`src/rtl/rvc_asap_pkg.sv`:
```
// -----------------------------------------------------------------------------
// rvc_asap_pkg
// Shared definitions for the rvc_asap 5-stage core memory subsystem.
//   t_dmem_owner        : which master owns the read response in flight
//   DMEM_ARB_STARVE_MAX : default bound on consecutive core grants while the
//                         external master is waiting
// -----------------------------------------------------------------------------
package rvc_asap_pkg;

    typedef enum logic [1:0] {
        OWN_NONE = 2'd0,
        OWN_CORE = 2'd1,
        OWN_EXT  = 2'd2
    } t_dmem_owner;

    localparam int DMEM_ARB_STARVE_MAX = 8;

endpackage

```
`src/rtl/rvc_asap_5pl_dmem_arb.sv`:
```
// -----------------------------------------------------------------------------
// rvc_asap_5pl_dmem_arb
// Two-master arbiter in front of the single sync-read data memory.
// The core (Q103H memory stage) has fixed priority; a starvation counter
// hands the port to the external master (loader / debug / DMA) after
// STARVE_MAX consecutive core grants while it waits.
//
// Ports
//   Clock, Rst            : clock, asynchronous active-low reset
//   Core*                 : core request (Q103H), CoreStall back-pressure,
//                           CoreRdDataQ104H read data one cycle later
//   Ext*                  : external request, ExtGnt accept strobe,
//                           ExtRspValid/ExtRdData read response
//   Mem*                  : muxed memory request, MemRdData sync-read q
// -----------------------------------------------------------------------------
module rvc_asap_5pl_dmem_arb
    import rvc_asap_pkg::*;
#(
    parameter int ADDR_W     = 32,
    parameter int DATA_W     = 32,
    // Legal range 1..255.
    parameter int STARVE_MAX = DMEM_ARB_STARVE_MAX
) (
    input  logic                  Clock,
    input  logic                  Rst,
    input  logic                  CoreReq,
    input  logic                  CoreWrEn,
    input  logic [ADDR_W-1:0]     CoreAddr,
    input  logic [DATA_W-1:0]     CoreWrData,
    input  logic [DATA_W/8-1:0]   CoreByteEn,
    output logic                  CoreStall,
    output logic [DATA_W-1:0]     CoreRdDataQ104H,
    input  logic                  ExtReq,
    input  logic                  ExtWrEn,
    input  logic [ADDR_W-1:0]     ExtAddr,
    input  logic [DATA_W-1:0]     ExtWrData,
    input  logic [DATA_W/8-1:0]   ExtByteEn,
    output logic                  ExtGnt,
    output logic                  ExtRspValid,
    output logic [DATA_W-1:0]     ExtRdData,
    output logic [ADDR_W-1:0]     MemAddr,
    output logic [DATA_W-1:0]     MemWrData,
    output logic [DATA_W/8-1:0]   MemByteEn,
    output logic                  MemWrEn,
    output logic                  MemRdEn,
    input  logic [DATA_W-1:0]     MemRdData
);

    localparam int                CNT_W        = $clog2(STARVE_MAX + 1);
    localparam logic [CNT_W-1:0]  STARVE_MAX_C = CNT_W'(STARVE_MAX);

    logic [CNT_W-1:0] starve_cnt_q;
    logic [CNT_W-1:0] starve_cnt_d;
    t_dmem_owner      rsp_owner_q;
    t_dmem_owner      rsp_owner_d;
    logic             ext_win_s;
    logic             core_gnt_s;

    // Grant decision; everything is held off while reset is asserted.
    always_comb begin
        ext_win_s  = 1'b0;
        core_gnt_s = 1'b0;
        if (Rst) begin
            ext_win_s  = ExtReq && (!CoreReq || (starve_cnt_q == STARVE_MAX_C));
            core_gnt_s = CoreReq && !ext_win_s;
        end else begin
            ext_win_s  = 1'b0;
            core_gnt_s = 1'b0;
        end
    end

    // Memory request mux; address/data follow the core when idle (don't-care).
    always_comb begin
        MemAddr   = CoreAddr;
        MemWrData = CoreWrData;
        MemByteEn = CoreByteEn;
        MemWrEn   = 1'b0;
        MemRdEn   = 1'b0;
        if (ext_win_s) begin
            MemAddr   = ExtAddr;
            MemWrData = ExtWrData;
            MemByteEn = ExtByteEn;
            MemWrEn   = ExtWrEn;
            MemRdEn   = !ExtWrEn;
        end else if (core_gnt_s) begin
            MemWrEn   = CoreWrEn;
            MemRdEn   = !CoreWrEn;
        end else begin
            MemWrEn   = 1'b0;
            MemRdEn   = 1'b0;
        end
    end

    // Starvation counter and response owner next-state.
    always_comb begin
        starve_cnt_d = starve_cnt_q;
        rsp_owner_d  = OWN_NONE;
        // Counter only runs while the external master is actually waiting.
        if (!ExtReq || ext_win_s) begin
            starve_cnt_d = '0;
        end else if (core_gnt_s && (starve_cnt_q != STARVE_MAX_C)) begin
            starve_cnt_d = starve_cnt_q + CNT_W'(1);
        end else begin
            starve_cnt_d = starve_cnt_q;
        end
        // Only reads produce a response the cycle after grant.
        if (ext_win_s && !ExtWrEn) begin
            rsp_owner_d = OWN_EXT;
        end else if (core_gnt_s && !CoreWrEn) begin
            rsp_owner_d = OWN_CORE;
        end else begin
            rsp_owner_d = OWN_NONE;
        end
    end

    // State registers; reset drops any in-flight response.
    always_ff @(posedge Clock or negedge Rst) begin
        if (!Rst) begin
            starve_cnt_q <= '0;
            rsp_owner_q  <= OWN_NONE;
        end else begin
            starve_cnt_q <= starve_cnt_d;
            rsp_owner_q  <= rsp_owner_d;
        end
    end

    // Handshake and response steering.
    always_comb begin
        ExtGnt          = ext_win_s;
        CoreStall       = CoreReq && ext_win_s;
        ExtRspValid     = (rsp_owner_q == OWN_EXT);
        ExtRdData       = MemRdData;
        CoreRdDataQ104H = '0;
        if (rsp_owner_q == OWN_CORE) begin
            CoreRdDataQ104H = MemRdData;
        end else begin
            CoreRdDataQ104H = '0;
        end
    end

endmodule

```
`config.mk`:
```
export PLATFORM = sky130hd
export DESIGN_NAME = rvc_asap_5pl_dmem_arb
export DESIGN_NICKNAME = d
export VERILOG_FILES = /design/src/rtl/rvc_asap_pkg.sv /design/src/rtl/rvc_asap_5pl_dmem_arb.sv
export SDC_FILE = /design/constraint.sdc
export NUM_CORES = 1
export LEC_CHECK = 0
export ABC_AREA = 1
export BUFFER_PORTS_ARGS = -buffer_cell sky130_fd_sc_hd__buf_4
export CAP_MARGIN = 10
export CORE_AREA = 2 2 119 121
export CTS_CLUSTER_DIAMETER = 100
export DETAILED_ROUTE_END_ITERATION = 7
export DIE_AREA = 0 0 121 123
export PLACE_DENSITY = 0.45
export SLEW_MARGIN = 20
export SYNTH_ARGS = -nofsm -noshare
export SYNTH_HDL_FRONTEND = slang
export SYNTH_SLANG_ARGS = --single-unit
export TNS_END_PERCENT = 5
```
`constraint.sdc`:
```
create_clock -name Clock -period 1.4 [get_ports Clock]
set_input_delay 0.21 -clock Clock [delete_from_list [all_inputs] [get_ports Clock]]
set_output_delay 0.21 -clock Clock [all_outputs]
set_load 0.1 [all_outputs]
```
==> metrics.md, run 1 <==
| Metric | Value |
|---|---|
| Detailed placement HPWL | about 9400 um |
| FF-to-FF setup slack | -0.09 ns |
| Placed cell area | around 4400 um2 |
| Final setup viols | approximately 110 |
| PwrDens | slightly below 700 nW/um2 |
| First drt pass iteration count | 4 |
| Static leakage | roughly 3.2 nW |
| PnR worst setup slack | -0.6747 ns |
| Total CTS buffers | 3 |
| Clock network fraction of total power | 11.4% |
| Max Slew Vio Count | 0 |
| Cell area after synthesis | 1753 um2 |
| Cells after Synth | approximately 370 |
| Largest net degree at the start of global routing | 33 |
| Clk sinks | 6 |
| Seq pwr share | 4.4% |
| Die height | ~120 um |
| Total gr overflow | 0 |
| Synth Net Count | 549 |
| Worst Path Required | ~1.2 ns |
| Hold WS | 0.2689 ns |
| Status | finished, violations left |
| Nets@finish | ~840 |
| Gate power share | 84.1% |
| Synth unique cells | 17 |
| Remaining antenna violation count after routing | 0 |
| Final hold vios | 0 |
| Worst min-delay path category | in -> reg |
| DRC viols | 0 |
| Final Routed Wirelength | ~12000 um |
| Routability cong. | around 0.8 |
| Clock Skews | about 0.0014 ns |
| First-pass GRT wire length | 16460 um |
| CTS tree | built |
| H-tree depth | 1 |
| Tcrit/Tclk final | 148.2% |
| Clk root buf | clkbuf_16 |
| Seq cells post-synth | 6 |
| # IOs | between 300 and 400 |
| Switching share of power | 57.24% |
| Diodes inserted | 0 |
| Vias in the first global route | around 3300 |
| Worst r2r src | starve_cnt_q[0]$_DFFE_PN0P_ |
| Total Power | approximately 4.1 mW |
| Type of origin of the critical path | register |
| Die Area | approximately 15000 um2 |
| Via density | ~3.9 |
| Fin crit period | between 2 and 2.5 ns |
| RR Endpoint | starve_cnt_q[1]$_DFFE_PN0P_ |
| Fraction of layout cells with a size suffix above 1 | ~68% |
| Post-Syn Area per Cell | 4.700 um2 |
| Area grow syn2layout | 245.7% |
| RSZ-0062 raised after global routing | yes |
| Vias | 3300 |
| Peak Freq | about 0.48 GHz |
| Setup Crit Path Kind | reg -> out |
| Die X | approximately 120 um |
| Reg2reg path depth | 9 |
| Internal cell power | 1.749 mW |
| Register area share after synthesis | around 8.6% |
| Iter 0 DRT Violations | 78 |
| Routed len/inst | 13.87 um |
| Tot GR Track Use | around 14% |
| Critical path arrival | 1.86 ns |
| Post-layout util | ~45% |
| Final setup TNS | -46.38 ns |
| Design area | roughly 6000 um2 |
| PortBufs | just over 300 |
| Antenna violations before repair | 0 |
| Slew margin rel. | 79.81% |
| Peak supply drop | roughly 0.35 mV |
| CP Max Fanout | 14 |
| Synthesis Warnings | 0 |
| Reg clk slew, reported paths | 0.03 ns |
| NetSw | 2.341 mW |
| Core area | 13610 um2 |
| Clock buffer depth | 2 |
| Site Rows | 43 |
| Initial Util | between 10% and 20% |
| Worst-Skew Late Latency | between 0.2 and 0.25 ns |
| Max cap viols | 0 |
| CP startpoint | starve_cnt_q[0]$_DFFE_PN0P_ |
| Failing checks | negative setup slack |
| Worst slew pin tran | between 0.3 and 0.4 ns |
| Critical Path End | MemRdEn |
| Crit end category | output port |
-- routing by layer --
metal  global-route usage, %  share of wire, %  routed length, um
met1                   14.42                33               3815
met2                   28.62                57               6630
met3                   3.506                10               1210
met4                   1.526              0.58                 68
met5                       0                 0                  0
-- registers in the layout (all words and copies together), names as in the netlist --
signal,count
starve_cnt_q,4
rsp_owner_q,2
-- Yosys cell counts (all sizes together) --
| cell | count | area share (%) |
|---|---|---|
| clkbuf | 5 | 1.1 |
| nand3 | 6 | 2.7 |
| ha | 2 | 1.4 |
| nor2 | 34 | 7.4 |
| inv | 46 | 9.9 |
| nand2 | 220 | 47 |
| a21oi | 2 | 0.57 |
| nand4 | 5 | 1.8 |
| dfrtp | 6 | 8.6 |
| buf | 46 | 19 |
| xor2 | 1 | 0.50 |
-- cell usage in the layout (no fill, tap or decap), types with 2 or more instances in the layout --
master     instances
clkbuf_16          4
dfrtp_1            6
buf_8              8
buf_6              5
nand2_1          148
buf_4            223
nand2_2           60
a21oi_1            2
nand2_8            7
inv_2              3
nand3_1            4
nand2_4            5
nor2_2            32
buf_12           101
nand3_4            2
inv_1             41
nand4_1            5
-- power groups by stage --
stage	sequential [mW]	clock [mW]	combinational [mW]
floorplan	0.184	0	2.04
global placement	0.183	0	2.83
detailed placement	0.183	0	2.83
CTS	0.181	0.477	3.35
global route	0.181	0.487	3.55
finish	0.181	0.468	3.44
-- stage by stage --
step           instances  worst slack [ns]
2_1_floorplan        373           -0.6723
3_3_place_gp         835           -0.5183
3_5_place_dp         835           -0.5136
4_1_cts              842           -0.6907
5_1_grt              845           -0.7587
6_report             845           -0.6747
-- final cells by class --
class	instances	area, um2
Clock buffer	3	75.07
Fill cell	1329	7552
Tap cell	180	225.2
Multi-Input combinational cell	270	1485
Inverter	46	188.9
Sequential cell	6	150.1
Timing Repair Buffer	340	3935
-- critical path, cell delays in order (launching register included) --
cell	delay (ns)
dfrtp_1	0.38
inv_2	0.09
ha_4	0.14
nand3_4	0.07
nand2_4	0.09
nand3_4	0.15
buf_12	0.18
buf_16	0.15
nor2_4	0.08
inv_1	0.05
nand2_2	0.07
buf_12	0.17
-- cell families (layout without fill, tap and decap cells) --
family / count (synthesis) / after routing / synth area share [%]
compound gates: 2 / 2 / 0.5710
xor+xnor: 1 / 1 / 0.4997
fa+ha+maj: 2 / 2 / 1.427
buf+inv: 97 / 389 / 29.77
flops: 6 / 6 / 8.565
simple gates: 265 / 265 / 59.17
-- worst min path at each step --
stage | startpoint | endpoint | slack, ns | cells after the start
floorplan | Rst | rsp_owner_q[0]$_DFF_PN0_ | -0.09 | 0
global placement | Rst | rsp_owner_q[1]$_DFF_PN0_ | 0.18 | 2
detailed placement | Rst | rsp_owner_q[1]$_DFF_PN0_ | 0.18 | 2
CTS | ExtWrEn | rsp_owner_q[1]$_DFF_PN0_ | 0.26 | 3
global route | ExtWrEn | rsp_owner_q[1]$_DFF_PN0_ | 0.27 | 3
finish | ExtWrEn | rsp_owner_q[1]$_DFF_PN0_ | 0.27 | 3
-- timing repair --
| item | 4_1_cts | 5_1_grt |
|---|---|---|
| gates resized for setup | 297 | 83 |
| endpoints found under the setup margin | 104 | 107 |
| pin swaps | 1 | 10 |
| hold buffers | 1 | 0 |
| hold endpoints to repair | 6 | 0 |
| buffers inserted | 2 | 2 |
| gates cloned | 1 | 1 |
No activity file was read; power rests on OpenSTA's default activity.
==> run 2, diff against run 1 <==
Settings changed: CELL_PAD_IN_SITES_DETAIL_PLACEMENT from default to 0, CELL_PAD_IN_SITES_GLOBAL_PLACEMENT from default to 1, CORE_AREA 2 2 119 121 to default, CORE_UTILIZATION from default to 12, DIE_AREA 0 0 121 123 to default, PLACE_DENSITY 0.45 to 0.75.
==> metrics.md, run 2 (same netlist as run 1, synthesis figures left out) <==
| Metric | Value |
|---|---|
| CTS tree | built |
| Routability cong. | between 0.7 and 0.8 |
| First-pass GRT wire length | between 15000 and 20000 um |
| Total CTS buffers | 3 |
| Dpl cells | approximately 830 |
| Critical path arrival | between 1.5 and 2 ns |
| Final Routed Wirelength | ~12000 um |
| Fin crit period | slightly above 2 ns |
| Status | finished, violations left |
| Reg clk slew, reported paths | ~0.030 ns |
| Core area | 14040 um2 |
| PnR worst setup slack | -0.6385 ns |
| Vias in the first global route | around 3200 |
| Nets@finish | roughly 850 |
| RSZ-0062 raised after global routing | yes |
| PortBufs | 310 |
| Iter 0 DRT Violations | 63 |
| FF-to-FF setup slack | -0.05 ns |
| Top reg by flops | starve_cnt_q |
| Worst-Skew Late Latency | ~0.23 ns |
| Slew margin rel. | roughly four fifths |
| Diodes inserted | 0 |
| Die height | 122.9 um |
| Critical-path top delay cell | dfrtp_1 |
| Commonest non-fill, non-tap cell in the layout | buf_4 |
| Max Slew Vio Count | 0 |
| Dpl ws | -0.5298 ns |
| Cell Chain, Critical Path | inv_2 > ha_4 > nand3_4 > nand2_4 > nand3_4 > buf_12 > buf_12 > clkbuf_16 > nand2_1 > nand2_2 > buf_12 |
| Fin cells | 850 |
| Largest registers | starve_cnt_q x4, rsp_owner_q x2 |
| Crit end category | output port |
| PwrDens | 648.7 nW/um2 |
| Site Rows | 43 |
| Type of origin of the critical path | register |
| Peak supply drop | ~0.36 mV |
| Slowest stage delay, CP | 0.39 ns |
| Routed len/inst | approximately 15 um |
| Clk sinks | 6 |
| Peak Freq | roughly 0.49 GHz |
| Final setup viols | around 110 |
| Remaining antenna violation count after routing | 0 |
| Initial Util | between 10% and 20% |
| Setup Crit Path Kind | reg -> out |
| Worst min-delay path category | in -> reg |
| CP Max Fanout | 7 |
| Total gr overflow | 0 |
| Clock buffer depth | 2 |
| Die Area | between 15000 and 20000 um2 |
| Static leakage | 3.353 nW |
| # IOs | 311 |
| Tot GR Track Use | 14.01% |
| Worst Path Required | roughly 1.2 ns |
| Worst slew pin tran | slightly above 0.3 ns |
| Vias | 3318 |
| Total Power | about 4.2 mW |
| Most frequent cells in the layout | buf_4, nand2_1, buf_12, nand2_2, inv_1 |
| Area grow syn2layout | 273.3% |
| First drt pass iteration count | 4 |
| Tcrit/Tclk final | 145.6% |
| Largest net degree at the start of global routing | 48 |
| Clk root buf | clkbuf_16 |
| Detailed placement HPWL | 9002 um |
| Max FFs per register | 4 |
| Final hold vios | 0 |
| Max cap viols | 0 |
| Die X | ~120 um |
| Fraction of layout cells with a size suffix above 1 | about three quarters |
| Failing checks | negative setup slack |
| H-tree depth | 1 |
| DRC viols | 0 |
| Crit-path most repeated cell | buf_12 |
| Clock Skews | roughly 0.00025 ns |
| Antenna violations before repair | 0 |
| Via density | 3.904 |
[run 2: cell types whose count changed in the layout (fill, tap and decap cells not counted), sizes merged]
cell / previous run / this run
clkbuf: 4 / 9
buf: 338 / 337
clkinv: 1 / 2
[run 2: layout make-up]
| type | instances | area [um2] |
|---|---|---|
| Clock buffer | 3 | 75.07 |
| Fill cell | 1319 | 7498 |
| Inverter | 46 | 188.9 |
| Multi-Input combinational cell | 270 | 1745 |
| Sequential cell | 6 | 150.1 |
| Tap cell | 180 | 225.2 |
| Timing Repair Buffer | 344 | 4143 |
| Timing Repair inverter | 1 | 16.27 |
[run 2: where the power goes]
part / switching (mW) / internal, mW
sequential: 0.00334 / 0.179
clock: 0.102 / 0.367
combinational: 2.31 / 1.29
total: 2.41 / 1.83
[run 2: what timing repair did]
item,CTS,global route
hold buffers,1,0
gates cloned,0,8
endpoints found under the hold margin,6,0
setup buffers,2,3
pin swaps,3,8
endpoints found under the setup margin,106,107
resized for setup,383,85
[run 2: per-layer routing]
layer  global-route usage, %  part of all wire [%]  vias up  routed length, um
met1                   14.37                    34     1463               4206
met2                   28.23                    55      200               6886
li1                        -                     -     1645                  -
met3                   3.020                   9.6       10               1191
met4                   3.277                   1.2        0                146
met5                       0                     0        -                  0
[run 2: critical path: cells and delay by family (launching register included)]
kind	cells	cell delay (ns)
fa+ha+maj	1	0.13
buf+inv	5	0.69
simple gates	5	0.37
flops	1	0.39
[run 2: final timing paths]
| kind | end | cells past startpoint | from |
|---|---|---|---|
| worst max-delay path | MemAddr[5] | 11 | starve_cnt_q[0]$_DFFE_PN0P_ |
| worst min-delay path | rsp_owner_q[1]$_DFF_PN0_ | 3 | ExtWrEn |
| worst max register to register | starve_cnt_q[3]$_DFFE_PN0P_ | 9 | starve_cnt_q[0]$_DFFE_PN0P_ |
| worst min register to register | starve_cnt_q[2]$_DFFE_PN0P_ | 3 | starve_cnt_q[2]$_DFFE_PN0P_ |
| max in group asynchronous | rsp_owner_q[0]$_DFF_PN0_ | 3 | Rst |
| min in group asynchronous | starve_cnt_q[3]$_DFFE_PN0P_ | 3 | Rst |
[run 2: stage by stage]
stage	cell area [um2]	hold slack (ns)	setup TNS [ns]	util, %
floorplan	1978	-0.08559	-59.57	-
global placement	4404	0.1740	-29.67	31.36
detailed placement	4404	0.1742	-31.16	31.36
CTS	6040	0.2602	-40.81	43.01
global route	6544	0.2951	-51.88	46.60
finish	6544	0.2914	-43.59	46.60
==> run 3, diff against run 2 <==
Settings changed: CORE_MARGIN from default to 8, RECOVER_POWER from default to 25.
==> metrics.md, run 3 (same netlist as run 1, synthesis figures left out) <==
| Metric | Value |
|---|---|
| First-pass GRT wire length | about 19000 um |
| Area grow syn2layout | 250.8% |
| Site Rows | 44 |
| DRC viols | 0 |
| Tot GR Track Use | between 10 and 15% |
| Final hold vios | 0 |
| Gate power share | about 84% |
| Max Slew Vio Count | 0 |
| Top reg by flops | starve_cnt_q |
| Total gr overflow | 0 |
| Max Used Layer | met4 |
| CP Max Fanout | 8 |
| Die Area | 18730 um2 |
| Switching share of power | 57.14% |
| First drt pass iteration count | 4 |
| Worst slew pin tran | 0.5531 ns |
| DR WL met3 | between 1500 and 2000 um |
| Crit end category | output port |
| Status | finished, violations left |
| NetSw | 2.362 mW |
| Fraction of layout cells with a size suffix above 1 | about 72% |
| # IOs | ~310 |
| Tcrit/Tclk final | 141.1% |
| Peak Freq | between 0.5 and 0.6 GHz |
| Largest registers | starve_cnt_q x4, rsp_owner_q x2 |
| Reg clk slew, reported paths | around 0.04 ns |
| H-tree depth | 1 |
| Commonest non-fill, non-tap cell in the layout | buf_4 |
| Clock network fraction of total power | between 10 and 15% |
| Most frequent cells in the layout | buf_4, nand2_1, buf_12, nand2_2, inv_1 |
| RSZ-0062 raised after global routing | yes |
| Total CTS buffers | 3 |
| Die height | between 100 and 150 um |
| Slew margin rel. | about 63% |
| CTS tree | built |
| Final setup viols | slightly above 100 |
| Setup Crit Path Kind | reg -> out |
| Diodes inserted | 0 |
| Initial Util | about an eighth |
| Core area | between 10000 and 15000 um2 |
| Crit path max-delay family | buffers and inverters |
| Failing checks | negative setup slack |
| Nets@finish | roughly 840 |
| PortBufs | between 300 and 400 |
| Seq pwr share | 4.4% |
| Max cap viols | 0 |
| Remaining antenna violation count after routing | 0 |
| M1 wire length | 4341 um |
| Clk root buf | clkbuf_16 |
| Detailed placement HPWL | 11080 um |
| PnR worst setup slack | -0.5755 ns |
| PwrDens | slightly below 700 nW/um2 |
| Clock buffer depth | 2 |
| Vias | ~3200 |
| Peak supply drop | 0.3557 mV |
| Antenna violations before repair | 0 |
| Static leakage | 3.245 nW |
| Worst min-delay path category | in -> reg |
| Final Routed Wirelength | approximately 14000 um |
| Post-layout util | a little over two fifths |
| Worst Path Required | roughly 1.2 ns |
| Internal cell power | roughly 1.8 mW |
| Clk sinks | 6 |
| Max FFs per register | 4 |
| Critical path arrival | roughly 1.8 ns |
| Via density | roughly 3.8 |
| Slowest stage delay, CP | about 0.38 ns |
| Routability cong. | between 0.8 and 0.9 |
| Met2 WL | roughly 7300 um |
| Vias in the first global route | 3459 |
| Cell Chain, Critical Path | inv_2 > ha_4 > nand3_4 > nand2_4 > nand3_4 > clkinv_8 > clkbuf_16 > nand2_2 > nand2_2 > buf_12 |
| Critical-path top delay cell | dfrtp_1 |
| CP bufs+invs | 4 |
| Routed len/inst | 16.23 um |
| Iter 0 DRT Violations | 76 |
| Final setup TNS | -41.93 ns |
| Type of origin of the critical path | register |
| Fin crit period | between 1.5 and 2 ns |
| Die X | between 100 and 150 um |
| Largest net degree at the start of global routing | 28 |
| Worst-Skew Late Latency | approximately 0.23 ns |
| Clock Skews | 0.001089 ns |
==> run 3: changes by cell type in the layout (fill, tap and decap cells not counted), sizes merged <==
| cell | before | now |
|---|---|---|
| clkinv | 2 | 1 |
| clkbuf | 9 | 16 |
| buf | 337 | 325 |
==> run 3: worst paths after layout <==
| path | startpoint | endpoint | slack [ns] | cells after the start |
|---|---|---|---|---|
| worst max-delay path | starve_cnt_q[0]$_DFFE_PN0P_ | MemAddr[8] | -0.58 | 10 |
| worst min-delay path | ExtWrEn | rsp_owner_q[1]$_DFF_PN0_ | 0.28 | 3 |
| worst max register to register | starve_cnt_q[0]$_DFFE_PN0P_ | starve_cnt_q[3]$_DFFE_PN0P_ | 0.06 | 8 |
| worst min register to register | starve_cnt_q[0]$_DFFE_PN0P_ | starve_cnt_q[0]$_DFFE_PN0P_ | 0.66 | 3 |
| max in group asynchronous | Rst | rsp_owner_q[1]$_DFF_PN0_ | 0.59 | 3 |
| min in group asynchronous | Rst | starve_cnt_q[2]$_DFFE_PN0P_ | 0.58 | 3 |
==> run 3: per-layer routing <==
metal / vias to the layer above / track usage (%)
met3: 7 / 5.800
met5: - / 0
met4: 0 / 3.018
li1: 1632 / -
met2: 207 / 25.20
met1: 1395 / 11.54
==> run 3: tightest hold or removal path: cells and delay by family <==
family	cells	cell delay (ns)
buf+inv	2	0.22
simple gates	1	0.04
==> run 3: final cells by class <==
cell class / instances / area, um2
fill: 1394 / 8274
timing repair buffer: 339 / 3940
multi-input combinational: 270 / 1565
tap: 184 / 230.2
inverter: 46 / 188.9
sequential: 6 / 150.1
clock buffer: 3 / 75.07
==> run 3: through the flow <==
step                      std cells  hold WS (ns)  instance area (um2)  power (mW)  setup WS, ns
after floorplan                 373      -0.08559                 1978       2.220       -0.6723
after global placement          837        0.1759                 4382       3.014       -0.4861
after detailed placement        837        0.1810                 4382       3.014       -0.5305
after CTS                       841        0.2637                 5848       4.073       -0.6564
after global routing            848        0.2970                 6150       4.265       -0.6674
final                           848        0.2846                 6150       4.133       -0.5755
==> run 3: repair_timing <==
action | in CTS | in global routing
hold endpoints to repair | 6 | 0
gates cloned | 0 | 3
gates resized for setup | 346 | 74
pin swaps | 0 | 13
setup endpoints to repair | 106 | 107
hold buffers | 1 | 0
buffers inserted | 0 | 4
==> run 3: power by group through the flow <==
stage          Sequential (mW)  Clock, mW  Combinational, mW
4_1_cts                  0.180      0.483               3.41
3_3_place_gp             0.183          0               2.83
5_1_grt                  0.181      0.491               3.59
3_5_place_dp             0.183          0               2.83
6_report                 0.181      0.474               3.48
2_1_floorplan            0.184          0               2.04
